==> src/rtl/spi_cmd_arbiter.sv <==
// spi_cmd_arbiter: round-robin sharing of one SPI master command port, with response routing and a timeout
module spi_cmd_arbiter #(
  parameter int NUM_REQ        = 3,
  parameter int ADDR_WIDTH     = 14,
  parameter int DATA_WIDTH     = 8,
  parameter int TIMEOUT_CYCLES = 4096
) (
  input  logic                          clk,
  input  logic                          rst_n,
  input  logic [NUM_REQ-1:0]            req_valid,
  input  logic [NUM_REQ-1:0]            req_write,
  input  logic [NUM_REQ*ADDR_WIDTH-1:0] req_addr,
  input  logic [NUM_REQ*DATA_WIDTH-1:0] req_wdata,
  output logic [NUM_REQ-1:0]            req_ready,
  output logic [NUM_REQ-1:0]            rsp_valid,
  output logic [DATA_WIDTH-1:0]         rsp_rdata,
  output logic                          rsp_err,
  output logic                          busy,
  output logic [$clog2(NUM_REQ)-1:0]    grant_id,
  output logic                          m_cmd_valid,
  output logic                          m_cmd_write,
  output logic [ADDR_WIDTH-1:0]         m_cmd_addr,
  output logic [DATA_WIDTH-1:0]         m_cmd_wdata,
  input  logic                          m_resp_valid,
  input  logic [DATA_WIDTH-1:0]         m_resp_rdata
);
  localparam int GW = $clog2(NUM_REQ);
  localparam int TW = $clog2(TIMEOUT_CYCLES);
  localparam logic [TW-1:0] LAST = TW'(TIMEOUT_CYCLES - 1);

  typedef enum logic [1:0] {IDLE, ISSUE, WAIT} state_t;

  state_t                 state_q, state_d;
  logic [GW-1:0]          ptr_q, ptr_d, grant_q, grant_d, win, cand;
  logic [TW-1:0]          timer_q, timer_d;
  logic [NUM_REQ-1:0]     req_ready_q, req_ready_d, rsp_valid_q, rsp_valid_d;
  logic [DATA_WIDTH-1:0]  rsp_rdata_q, rsp_rdata_d, cmd_wdata_q, cmd_wdata_d;
  logic [ADDR_WIDTH-1:0]  cmd_addr_q, cmd_addr_d;
  logic                   rsp_err_q, rsp_err_d, busy_q, busy_d;
  logic                   cmd_valid_q, cmd_valid_d, cmd_write_q, cmd_write_d;
  logic                   found;
  logic [ADDR_WIDTH-1:0]  addr_a [NUM_REQ];
  logic [DATA_WIDTH-1:0]  wdata_a [NUM_REQ];

  for (genvar i = 0; i < NUM_REQ; i++) begin : g_unpack
    assign addr_a[i]  = req_addr[i*ADDR_WIDTH +: ADDR_WIDTH];
    assign wdata_a[i] = req_wdata[i*DATA_WIDTH +: DATA_WIDTH];
  end

  // Search upward from ptr+1, wrapping; the last candidate is ptr itself.
  always_comb begin
    win   = ptr_q;
    cand  = '0;
    found = 1'b0;
    for (int k = 1; k <= NUM_REQ; k++) begin
      cand = (ptr_q >= GW'(NUM_REQ - k)) ? ptr_q - GW'(NUM_REQ - k) : ptr_q + GW'(k);
      if (!found && req_valid[cand]) begin
        found = 1'b1;
        win   = cand;
      end
    end
  end

  always_comb begin
    state_d     = state_q;
    ptr_d       = ptr_q;
    grant_d     = grant_q;
    timer_d     = timer_q;
    req_ready_d = '0;
    rsp_valid_d = '0;
    rsp_rdata_d = '0;
    rsp_err_d   = 1'b0;
    busy_d      = busy_q;
    cmd_valid_d = 1'b0;
    cmd_write_d = cmd_write_q;
    cmd_addr_d  = cmd_addr_q;
    cmd_wdata_d = cmd_wdata_q;
    case (state_q)
      IDLE: if (found) begin
        state_d     = ISSUE;
        ptr_d       = win;
        grant_d     = win;
        cmd_valid_d = 1'b1;
        req_ready_d = NUM_REQ'(1) << win;
        busy_d      = 1'b1;
        cmd_write_d = req_write[win];
        cmd_addr_d  = addr_a[win];
        cmd_wdata_d = wdata_a[win];
      end
      ISSUE: begin
        state_d = WAIT;
        timer_d = '0;
      end
      WAIT: if (m_resp_valid || timer_q == LAST) begin
        // A response arriving on the expiry cycle still counts as a normal completion.
        state_d     = IDLE;
        busy_d      = 1'b0;
        timer_d     = '0;
        rsp_valid_d = NUM_REQ'(1) << grant_q;
        rsp_rdata_d = m_resp_valid ? m_resp_rdata : '0;
        rsp_err_d   = !m_resp_valid;
      end else begin
        timer_d = timer_q + 1'b1;
      end
      default: state_d = IDLE;
    endcase
  end

  always_ff @(posedge clk or negedge rst_n) begin
    if (!rst_n) begin
      state_q     <= IDLE;
      ptr_q       <= GW'(NUM_REQ - 1);
      grant_q     <= '0;
      timer_q     <= '0;
      req_ready_q <= '0;
      rsp_valid_q <= '0;
      rsp_rdata_q <= '0;
      rsp_err_q   <= 1'b0;
      busy_q      <= 1'b0;
      cmd_valid_q <= 1'b0;
      cmd_write_q <= 1'b0;
      cmd_addr_q  <= '0;
      cmd_wdata_q <= '0;
    end else begin
      state_q     <= state_d;
      ptr_q       <= ptr_d;
      grant_q     <= grant_d;
      timer_q     <= timer_d;
      req_ready_q <= req_ready_d;
      rsp_valid_q <= rsp_valid_d;
      rsp_rdata_q <= rsp_rdata_d;
      rsp_err_q   <= rsp_err_d;
      busy_q      <= busy_d;
      cmd_valid_q <= cmd_valid_d;
      cmd_write_q <= cmd_write_d;
      cmd_addr_q  <= cmd_addr_d;
      cmd_wdata_q <= cmd_wdata_d;
    end
  end

  assign req_ready   = req_ready_q;
  assign rsp_valid   = rsp_valid_q;
  assign rsp_rdata   = rsp_rdata_q;
  assign rsp_err     = rsp_err_q;
  assign busy        = busy_q;
  assign grant_id    = grant_q;
  assign m_cmd_valid = cmd_valid_q;
  assign m_cmd_write = cmd_write_q;
  assign m_cmd_addr  = cmd_addr_q;
  assign m_cmd_wdata = cmd_wdata_q;
endmodule

==> config.mk <==
export PLATFORM = sky130hd
export DESIGN_NAME = spi_cmd_arbiter
export DESIGN_NICKNAME = d
export VERILOG_FILES = /design/src/rtl/spi_cmd_arbiter.sv
export SDC_FILE = /design/constraint.sdc
export NUM_CORES = 1
export LEC_CHECK = 0
export CORE_MARGIN = 2
export CORE_UTILIZATION = 65
export DETAILED_ROUTE_END_ITERATION = 8
export DONT_BUFFER_PORTS = 1
export PLACE_DENSITY = 0.81
export RECOVER_POWER = 100
export SYNTH_ARGS = -nofsm -noshare
export SYNTH_HDL_FRONTEND = slang
export SYNTH_SLANG_ARGS = --single-unit
==> constraint.sdc <==
create_clock -name clk -period 5.25 [get_ports clk]
set_clock_uncertainty 0.1 [all_clocks]
set_input_delay 0.525 -clock clk [delete_from_list [all_inputs] [get_ports clk]]
set_output_delay 0.525 -clock clk [all_outputs]
set_load 0.05 [all_outputs]
==> impl_results.md <==
* Status: finished, violations left
* Failing checks: capacitance limit, slew limit
* Initial antenna violation count at 0
* Remaining DRCs at 0
* Pin count of the biggest net entering global routing at 58
* Die height at between 70 and 80 um
* Top cells by area, synth: dfrtp_1, a21oi_1, nand3_1
* Die area at between 5000 and 6000 um2
* Fmax at 0.2480 GHz
* Post-synthesis cell count at 336
* EDFF count, synth at 0
* Critical path type: reg2reg
* Fillcell total at 372
* Leak at 0.001461 uW
* P_int at 1180 uW
* Worst Setup Start Kind: flop
* Final HPWL DP at 4876 um
* Area leader, netlist: dfrtp_1
* Syn Area/Cell at ~9.3 um2
* Nets@finish at approximately 420
* Most used DFF post-synth: dfrtp_1
* Syn Nets at around 430
* Seq pwr share at 44.3%
* Via density at between 6 and 7
* H-Tree Depth at 3
* Post-synthesis xor/xnor area fraction at 1.121%
* Die Wd at 73.35 um
* Sum Neg Setup Slack at 0 ns
* Crit share post-route at 76.81%
* Clock share of power at 15.5%
* Avg WL per Cell at 18.17 um
* Post-route insts no fill at between 300 and 400
* CP Data Arrival Time at ~4.2 ns
* Routed vias at between 2000 and 3000
* Warnings, synthesis at 0
* Synth Area in Simple Gates at 17.25%
* Pwr Density at 775.5 nW/um2
* Mux share of post-synthesis cell area at approximately 2%
* First DRT Iteration DRCs at around 140
* Switching power at about 1300 uW
* Endpoints failing setup at 0
* Fraction of layout cells with a size suffix above 1 at 7.207%
* Yosys cell types at 45
* Total Wirelength at 7033 um
* Synthesized flop and latch total at 57
* GP Congestion at 0.7853
* Core Box Area at 4692 um2
* Row cnt at 25
* Tot GR Track Use at between 20% and 30%
* Root Driver: clkbuf_8
* Max-slew violation count at 58
* Number of global-route vias before repair at 2424
* Wire length of the first global-routing pass at approximately 11000 um
* Slew margin rel. at -95.48%
* CTS sink count at 57
* Combinational share of power at approximately 40%
* CTS max path bufs at 2
* Cells resized by post-CTS repair at 0
* Peak VDD IR at roughly 0.39 mV
* Tightest Pin Transition at between 2 and 3 ns
* Fin crit period at 4.033 ns
* Final hold violations at 0
* Num CTS Buffers at 9
* Buffers on Ports at 0
* Overflow after GRT at 0
* Initial Utilization at between 60% and 70%
* Largest family of logic cells by synthesized area: compound AO/OA/AOI/OAI gates
* Adder-Cell Fraction of Synth Area at 2.802%
* Reg clk slew, reported paths at approximately 0.07 ns
* Worst Hold Class: in2reg
* # IOs at 125
* Most frequent cell after synthesis: dfrtp_1
* Mapped Area at 3125 um2
* Max cap viols at 1
* Ant diodes at 0
* Seq/Total Area, Yosys at 45.68%
* Remaining antenna violation count at 0
* Placed cells at 369
* CP endpoint kind: flop
* Worst-Skew Late Latency at 0.33 ns
* Synth Area in Compound Gates at 24.98%
* CP required at about 5.4 ns
* Share of the synthesized area in the top cell type at 44.84%
* RSZ-0062 raised after global routing: false
* Worst Path Max Fanout at 27
* Syn-to-layout area delta at 3.403%
* List of most frequent post-synthesis cells: dfrtp_1, a21oi_1, nand3_1, o21ai_0, nor2_1
* Sw frac at between 50% and 60%
* TritonCTS clock tree: done
* Post-synth ARST share at 100.0%
* Router iterations before antenna repair at 4
[cell usage in the layout, fill, tap and decap left out, types with 2 or more instances in the layout]
cell type   n
a21o_1      7
a21oi_1    38
a22o_1     16
and2_0      3
and3_1     12
clkbuf_1    2
clkbuf_8    9
clkinv_2    4
dfrtp_1    56
ha_1        7
inv_1      11
mux2_2      2
mux2i_1     4
nand2_1    18
nand2b_1    3
nand3_1    32
nand4_1     2
nor2_1     28
nor3_1      5
o211ai_1    3
o21a_1      2
o21ai_0    33
o22a_1      6
o22ai_1     2
o2bb2ai_1   2
o31ai_1     2
or3_1       2
xnor2_1     2
xor2_1      2
[area by class of cell]
cell class | count | area (um2) | area share, %
Sequential cell | 57 | 1428 | 44.17
Tap cell | 54 | 67.56 | 2.091
Timing Repair Buffer | 3 | 21.27 | 0.6581
Inverter | 11 | 41.29 | 1.278
Multi-Input combinational cell | 246 | 1488 | 46.03
Clock inverter | 6 | 58.81 | 1.820
Clock buffer | 10 | 127.6 | 3.949
[metrics by stage]
step	setup slack [ns]	hold slack (ns)	instance area (um2)	total power [uW]	utilization, %
3_5_place_dp	1.566	0.1306	3049	2134	64.99
3_3_place_gp	1.669	0.1305	3049	2094	64.99
2_1_floorplan	2.708	0.1294	3126	2017	-
4_1_cts	1.559	0.2094	3273	2533	69.76
5_1_grt	0.9207	0.2088	3232	2684	68.88
6_report	1.218	0.2178	3232	2506	68.88
[flip-flops by register name (all words and copies together), names as in the netlist, 2 cells and up]
| register | flops |
|---|---|
| m_cmd_wdata | 8 |
| rsp_rdata | 8 |
| state_q | 2 |
| req_ready | 3 |
| m_cmd_addr | 14 |
| rsp_valid | 3 |
| ptr_q | 2 |
| timer_q | 12 |
[timing repair]
action / CTS / global route
setup buffers: 0 / 0
endpoints found under the hold margin: 57 / 0
hold buffers: 2 / 0
setup endpoints to repair: 0 / 0
[cells by family (layout without fill, tap and decap cells)]
logic type | count (synthesis) | count (layout)
buffers and inverters | 33 | 30
AO/OA/AOI/OAI | 119 | 119
AND/OR/NAND/NOR | 110 | 110
adder cells (fa/ha/maj) | 7 | 7
flip-flops | 57 | 57
XOR/XNOR | 4 | 4
multiplexers | 6 | 6
[metal layers]
metal / wire (um) / vias up / track usage (%)
li1: - / 1201 / -
met1: 2847 / 1220 / 30.62
met2: 3322 / 124 / 43.54
met3: 642 / 16 / 7.682
met4: 220 / 0 / 15.96
met5: 0 / - / 0
[worst max-delay path, stage by stage (launching register included)]
cell      delay [ns]
dfrtp_1         0.76
inv_1           0.24
ha_1            0.46
and2_0          0.18
o32ai_1         0.57
nor3_1          0.21
nand2b_1        0.19
buf_4           0.22
inv_1           0.65
nand2_1         0.20
o21ai_0         0.15
[final timing paths]
check / from / endpoint / slack (ns) / cells after the start
max in group asynchronous: rst_n / busy$_DFFE_PN0P_ / 1.73 / 2
min in group asynchronous: rst_n / m_cmd_wdata[5]$_DFFE_PN0P_ / 1.65 / 2
worst min register to register: timer_q[6]$_DFFE_PN0P_ / timer_q[6]$_DFFE_PN0P_ / 0.42 / 1
worst max register to register: ptr_q[0]$_DFFE_PN0P_ / ptr_q[1]$_DFFE_PN1P_ / 1.22 / 10
worst max-delay path: ptr_q[0]$_DFFE_PN0P_ / ptr_q[1]$_DFFE_PN1P_ / 1.22 / 10
worst min-delay path: req_wdata[6] / m_cmd_wdata[6]$_DFFE_PN0P_ / 0.22 / 1
[power by group through the flow]
stage	combinational [uW]	clock [uW]	sequential [uW]
5_1_grt	1130	421	1130
3_5_place_dp	1010	0	1120
4_1_cts	1030	397	1110
3_3_place_gp	977	0	1120
6_report	1010	387	1110
2_1_floorplan	934	0	1080
No activity file was read; power rests on OpenSTA's default activity.
